File: src/rtl/sha256_block_sequencer.sv
// Sequences 512-bit blocks through an external SHA-256 compression core,
// holding the chaining value H and emitting the final digest per message.
module sha256_block_sequencer #(
  parameter int CNT_W          = 16,
  parameter int SIM_XF_TIMEOUT = 0
) (
  input  logic                   clk,
  input  logic                   rst,
  input  logic                   blk_vld,
  output logic                   blk_rdy,
  input  logic [15:0][31:0]      blk_data,
  input  logic                   blk_first,
  input  logic                   blk_last,
  output logic                   xf_ctx_vld,
  input  logic                   xf_ctx_rdy,
  output logic [7:0][31:0]       xf_ctx,
  output logic                   xf_chunk_vld,
  input  logic                   xf_chunk_rdy,
  output logic [15:0][31:0]      xf_chunk,
  input  logic                   xf_out_vld,
  output logic                   xf_out_rdy,
  input  logic [7:0][31:0]       xf_out,
  output logic                   digest_vld,
  input  logic                   digest_rdy,
  output logic [7:0][31:0]       digest,
  output logic [CNT_W-1:0]       blk_count,
  output logic                   proto_err,
  output logic                   xf_timeout
);

  // Context words are packed with word 0 = a/H0 in the low 32 bits.
  localparam logic [7:0][31:0] SHA256_IV = {
    32'h5be0cd19, 32'h1f83d9ab, 32'h9b05688c, 32'h510e527f,
    32'ha54ff53a, 32'h3c6ef372, 32'hbb67ae85, 32'h6a09e667
  };

  typedef enum logic [2:0] {IDLE, MID, ISSUE, WAIT, DONE} state_e;

  state_e            state_q, state_d;
  logic [7:0][31:0]  h_q, h_d;
  logic [15:0][31:0] chunk_q, chunk_d;
  logic              last_q, last_d;
  logic [CNT_W-1:0]  cnt_q, cnt_d;
  logic              ctx_done_q, ctx_done_d;
  logic              chunk_done_q, chunk_done_d;
  logic              proto_q, proto_d;
  logic              tmo_q, tmo_d;
  logic [31:0]       wait_q, wait_d;
  logic [1:0]        live_q;
  logic [31:0]       h_sum [8];
  logic              blk_acc, ctx_hs, chunk_hs, out_hs;

  // Feed-forward adders: the core returns a..h without the chaining add.
  generate
    for (genvar gi = 0; gi < 8; gi++) begin : g_ff
      assign h_sum[gi] = h_q[gi] + xf_out[gi];
    end
  endgenerate

  always_ff @(posedge clk) begin
    if (!rst) begin
      state_q      <= IDLE;
      h_q          <= SHA256_IV;
      chunk_q      <= '0;
      last_q       <= 1'b0;
      cnt_q        <= '0;
      ctx_done_q   <= 1'b0;
      chunk_done_q <= 1'b0;
      proto_q      <= 1'b0;
      tmo_q        <= 1'b0;
      wait_q       <= '0;
      live_q       <= '0;
    end else begin
      state_q      <= state_d;
      h_q          <= h_d;
      chunk_q      <= chunk_d;
      last_q       <= last_d;
      cnt_q        <= cnt_d;
      ctx_done_q   <= ctx_done_d;
      chunk_done_q <= chunk_done_d;
      proto_q      <= proto_d;
      tmo_q        <= tmo_d;
      wait_q       <= wait_d;
      live_q       <= {live_q[0], 1'b1};
    end
  end

  always_comb begin
    state_d      = state_q;
    h_d          = h_q;
    chunk_d      = chunk_q;
    last_d       = last_q;
    cnt_d        = cnt_q;
    ctx_done_d   = ctx_done_q;
    chunk_done_d = chunk_done_q;
    proto_d      = 1'b0;
    tmo_d        = tmo_q;
    wait_d       = '0;

    // live_q keeps blk_rdy low for one full cycle after reset release.
    blk_rdy      = live_q[1] && (state_q == IDLE || state_q == MID);
    xf_ctx_vld   = (state_q == ISSUE) && !ctx_done_q;
    xf_chunk_vld = (state_q == ISSUE) && !chunk_done_q;
    xf_out_rdy   = (state_q == WAIT);
    digest_vld   = (state_q == DONE);

    blk_acc  = blk_vld && blk_rdy;
    ctx_hs   = xf_ctx_vld && xf_ctx_rdy;
    chunk_hs = xf_chunk_vld && xf_chunk_rdy;
    out_hs   = xf_out_vld && xf_out_rdy;

    unique case (state_q)
      IDLE, MID: begin
        if (blk_acc) begin
          chunk_d      = blk_data;
          last_d       = blk_last;
          ctx_done_d   = 1'b0;
          chunk_done_d = 1'b0;
          state_d      = ISSUE;
          if (state_q == IDLE || blk_first) begin
            h_d     = SHA256_IV;
            cnt_d   = CNT_W'(1);
            proto_d = (state_q == MID);
          end else begin
            cnt_d = cnt_q + CNT_W'(1);
          end
        end
      end
      ISSUE: begin
        if (ctx_hs) ctx_done_d = 1'b1;
        if (chunk_hs) chunk_done_d = 1'b1;
        if ((ctx_done_q || ctx_hs) && (chunk_done_q || chunk_hs)) state_d = WAIT;
      end
      WAIT: begin
        wait_d = (wait_q == '1) ? wait_q : wait_q + 32'd1;
        if (SIM_XF_TIMEOUT != 0 && wait_q >= 32'(SIM_XF_TIMEOUT)) tmo_d = 1'b1;
        if (out_hs) begin
          for (int i = 0; i < 8; i++) h_d[i] = h_sum[i];
          state_d = last_q ? DONE : MID;
        end
      end
      DONE: begin
        if (digest_rdy) state_d = IDLE;
      end
      default: state_d = IDLE;
    endcase
  end

  assign xf_ctx     = h_q;
  assign xf_chunk   = chunk_q;
  assign digest     = h_q;
  assign blk_count  = cnt_q;
  assign proto_err  = proto_q;
  assign xf_timeout = tmo_q;

endmodule

File: config.mk
export PLATFORM = sky130hd
export DESIGN_NAME = sha256_block_sequencer
export DESIGN_NICKNAME = d
export VERILOG_FILES = /design/src/rtl/sha256_block_sequencer.sv
export SDC_FILE = /design/constraint.sdc
export NUM_CORES = 2
export LEC_CHECK = 0
export ABC_AREA = 1
export ABC_CLOCK_PERIOD_IN_PS = 2500
export CAP_MARGIN = 10
export CORE_AREA = 2 2 707 709
export CTS_BUF_LIST = sky130_fd_sc_hd__clkbuf_8 sky130_fd_sc_hd__clkbuf_16
export DETAILED_ROUTE_END_ITERATION = 12
export DIE_AREA = 0 0 709 711
export GPL_ROUTABILITY_DRIVEN = 0
export GPL_TIMING_DRIVEN = 0
export HOLD_SLACK_MARGIN = 0.05
export PLACE_DENSITY = 0.3
export SYNTH_ARGS = -nofsm -noshare
export SYNTH_HDL_FRONTEND = slang
export SYNTH_SLANG_ARGS = --single-unit
export TNS_END_PERCENT = 1
File: constraint.sdc
create_clock -name clk -period 2.5 [get_ports clk]
set_input_delay 0.25 -clock clk [delete_from_list [all_inputs] [get_ports clk]]
set_output_delay 0.25 -clock clk [all_outputs]
set_load 0.03 [all_outputs]
After elaboration in Yosys (flattened, before gate mapping)
Index checks and enable logic that the tools add are counted.

cells by class
  $add $sub $neg = 9
  eq/ne operators = 11
  reductions and logical operators = 24
  mux-type cells = 17

operator list
  cell                   number
  $mux 256               3
  $pmux 256 s2           1
  $add 32x32->32         8
  $add 16x1->16 const B  1
  $mux 16                1
  $mux 3                 5
  $pmux 3 s4             1
  $reduce_and 4->1       3
  $logic_and 1x1->1      8
  $ne 2x2->1 const B     4
  $eq 3x2->1 const B     2
  $ne 2x1->1 const B     3
  $reduce_and 3->1       2
  $logic_or 1x1->1       4
  $mux 1                 4
  $pmux 1 s2             2
  $reduce_bool 2->1      2
  $eq 3x1->1 const B     1
  $eq 3x3->1 const B     1
  $logic_not 3->1        1
  $logic_not 1->1        2
  $reduce_and 2->1       1
  $reduce_or 2->1        1

storage, ports and cells
  word-level logic and storage cells = 93
  input bits = 777
  flip-flop bits (word level) = 793
  output and inout port bits = 1047

Logic depth before layout (Yosys ltp)
  word-level depth = 7
  depth in mapped cells = 14
  mapped depth without buffers = 14

Worst setup path after synthesis
OpenSTA, ideal clock, no wires.

  path type = register to register
  start point = reg h_q, in the netlist digest[96]
  end point = reg h_q, in the netlist digest[112]
  cell stages (with the launch flop) = 14
  setup slack = 388 ps
  buffers on the path = 0
  arrival = 1994 ps
  required time = 2381 ps
  library setup time = 119 ps
  clock period less this slack = 2112 ps
  cells stage by stage = dfxtp_1 > ha_1 > inv_1 > fa_1 > inv_1 > nand3_1 > nand3_1 > nand2_1 > nand3_1 > nand2_1 > nand3_1 > nand2_1 > o21ai_0 > nand2_1

between the ends
  cells in the longest elaborated chain, start to end = 3

RTL lines
  element                   line  RTL
  start: declaration        40    logic [7:0][31:0] h_q, h_d;
  start signal: assignment  63    h_q <= SHA256_IV;
  start signal: assignment  75    h_q <= h_d;
  $add 32x32->32            56    assign h_sum[gi] = h_q[gi] + xf_out[gi];
  $mux 256                  137   if (out_hs) begin
  $pmux 256 s2              112   unique case (state_q)

No other way between the ends. The select of a mux whose other input is x is not followed.
A chain may end at the register's enable or synchronous reset.

Worst setup path in the final report
  start point = reg chunk_q, in the netlist xf_chunk[474]
  end point = out xf_chunk[474] in the netlist's numbering

RTL lines
  element                   line  RTL
  start: declaration        41    logic [15:0][31:0] chunk_q, chunk_d;
  start signal: assignment  76    chunk_q <= chunk_d;
  end: declaration          19    output logic [15:0][31:0] xf_chunk,

No word-level cell between the ends.

==> flow_summary.toml <==
[timing]
tns_ps = 0
skew_ps = 78.2
finalSetupViolCount = 0
hold_viol = 0
post-route-period-util = 0.974
rsz0062_at_grt = "yes"
max_freq_mhz = 411
tightest_slew_ps = 1170
period_needed_ps = 2430
slew_viol_final = 0
slew_headroom = 0.219

[critical_path]
criticalPathCategory = "reg -> out"
slowest_stage = "clkdlybuf4s15_1"
cp_num_buf_inv = 1
worst-r2r-cell-count = 11
cp-end-kind = "output pin"
rrSetupSlack_ps = 130
cp.required_ps = 2250
cp.arrival_ps = 2180
start_kind = "flip-flop"
timing.rr.start = "state_q[2]"
crit_chain = "clkdlybuf4s15_1"
max_stage_delay_ps = 890
r2r-end = "digest[95]"
crit_fanout = 2
crit_family = "buffers and inverters"

[layout]
ff_latch_area_um2 = 16100
fillers = 57400
final_common_cell = "nand2_1"
multiInputGateArea_um2 = 25500
nets = 11200
drive_gt1_frac = 0.0960
syn_to_final_growth_pct = 77.1
layout_common_cells = "nand2_1, clkdlybuf4s50_1, a21oi_1"
fin_area_um2 = 84700

[synthesis]
synth_cell_types = 42
synth-edff-count = 0
synth_seq_cells = 793
syn-num-nets = 8691
async_flop_share = 0
avgSynthCellArea_um2 = 6.25
syn_inst = 7657
syn-cell-area_um2 = 47800
synth_flop_cell = "dfxtp_1"
yosysSeqAreaShare = 0.332
yosys_warnings = 0
synth_largest_area_cell = "dfxtp_1"
synthTopCellsByArea = "dfxtp_1, nand2_1, a21oi_1"
synth_top_area_frac = 0.332

[floorplanning]
fp.dieW_um = 709
io_pins = 1824
dieArea_um2 = 504000
initial_core_util = 0.0964
die_y_um = 711
num_rows = 259
core_um2 = 496000

[clocking]
cts_root_buffer = "clkbuf_16"
numCtsBuffers = 125
clk_pin_slew_ps = 60
cts_max_level = 3
numClockSinks = 793
cts_tree = "yes"
cts_buffer_depth = 4
clk_latency_ps = 960

[pwr]
switching_share = 0.430
leakage_nw = 35.9
clockPowerShare = 0.325
ir_worst_vdd_mv = 0.541
p_sw_mw = 26.3
pwr-share-seq = 0.254
intPower_mw = 34.8
combPwrFrac = 0.421
powerDensity_nw_per_um2 = 721

[global_routing]
antenna_found_initial = 250
grt_max_degree = 23
first_global_vias = 58600
grt_pass1_wl_um = 575000
grt_usage = 0.172
overflow = 0

[min_path]
holdPathEnd = "xf_chunk[103]"
hold_class = "in -> reg"
hp-start = "blk_data[103]"
hold-path-cell-count = 3

[placed_design]
dpl-instance-area_um2 = 74700
dp_hpwl_um = 393000
portBuffers = 1822

[route]
ant_nets = 0
drt_pass1_iterations = 5
viasPerCell = 3.44
drcViolationCount = 0
drtIter0Drc = 2942
routed_wl_um = 449000
wl_per_cell_um = 26.4
via_count = 58400

[job]
drv_cap = 0

[status]
outcome = "complete, no violations"
power groups by stage:
stage,Sequential (mW),Clock [mW],Combinational (mW)
after detailed placement,15.8,0,25.4
after CTS,15.6,20.8,26.5
after floorplan,16.9,0,11.2
after global placement,15.8,0,25.4
final,15.5,19.9,25.7
after global routing,15.7,21.1,28.0
logic make-up after synthesis:
kind of cell | Yosys count | share of synthesized area
DFF | 793 | 0.332
buffers and inverters | 1444 | 0.140
xor gates and xnor gates | 59 | 0.0108
other | 1 | 0.0000784
and+or+nand+nor | 3965 | 0.327
AOI/OAI and AO/OA | 1138 | 0.122
adders and majority gates | 257 | 0.0685
registers in the layout, indices dropped and copies added, names as in the netlist:
register,count
xf_chunk,512
ctx_done_q,1
blk_count,16
digest,256
proto_err,1
live_q,2
chunk_done_q,1
last_q,1
state_q,3
worst max-delay path by stage:
stage | slack [ps] | start | to | depth (start not counted)
global placement | -4580 | rst | xf_chunk[26] | 6
finish | 70 | xf_chunk[474] | xf_chunk[474] | 1
CTS | -230 | state_q[2] | digest[119] | 11
detailed placement | -1570 | rst | xf_chunk[26] | 8
global route | -40 | state_q[2] | xf_out_rdy | 7
floorplan | 390 | digest[96] | digest[112] | 13
worst reg2reg max path: stages (launching register included):
cell,delay (ps)
dfxtp_4,360
inv_4,70
nand3_4,160
buf_4,190
o21ai_1,180
inv_2,140
buf_4,170
nand2_4,160
buf_12,260
buf_12,280
nand2_1,140
a21oi_1,140
area by class of cell:
class	instances	area share
inverter	919	0.0409
multi-input combinational	5420	0.301
clock inverter	77	0.0109
sequential	793	0.190
antenna	89	0.00263
clock buffer	153	0.0417
buffer	525	0.0414
tap	6655	0.0983
timing repair buffer	2346	0.273
through the flow:
stage	hold WS, ps	std cells	worst slack, ps	total power, mW	utilization
4_1_cts	52.0	16900	-233	62.9	0.170
3_3_place_gp	409	16100	-4580	41.2	0.150
3_5_place_dp	406	16100	-1570	41.3	0.151
5_1_grt	60.0	16900	-40.5	64.8	0.171
2_1_floorplan	278	7657	388	28.1	-
6_report	74.1	17000	66.2	61.1	0.171
layer usage:
| metal | GRT usage | share of wire | vias to the layer above |
|---|---|---|---|
| li1 | - | - | 28900 |
| met1 | 0.162 | 0.34 | 26900 |
| met4 | 0.0703 | 0.053 | 74 |
| met3 | 0.0295 | 0.045 | 715 |
| met2 | 0.355 | 0.57 | 1746 |
| met5 | 0 | 0.0010 | - |
repair_timing:
item | CTS | global route
pin swaps | 2 | 1
gates resized for setup | 630 | 51
buffers inserted | 8 | 5
hold buffers | 496 | 0
hold endpoints to repair | 496 | 0
endpoints found under the setup margin | 1213 | 175
cells in the mapped netlist, drive strengths merged (16+ instances only):
library cell / count
a21o: 20
a21oi: 944
buf: 395
clkbuf: 130
dfxtp: 793
ha: 249
inv: 918
nand2: 3086
nand3: 365
nand4: 23
nor2: 401
nor3: 43
o21ai: 123
o21bai: 22
o22ai: 16
or2: 17
xor2: 46
Note: power is estimated with default switching activity, not from simulation.
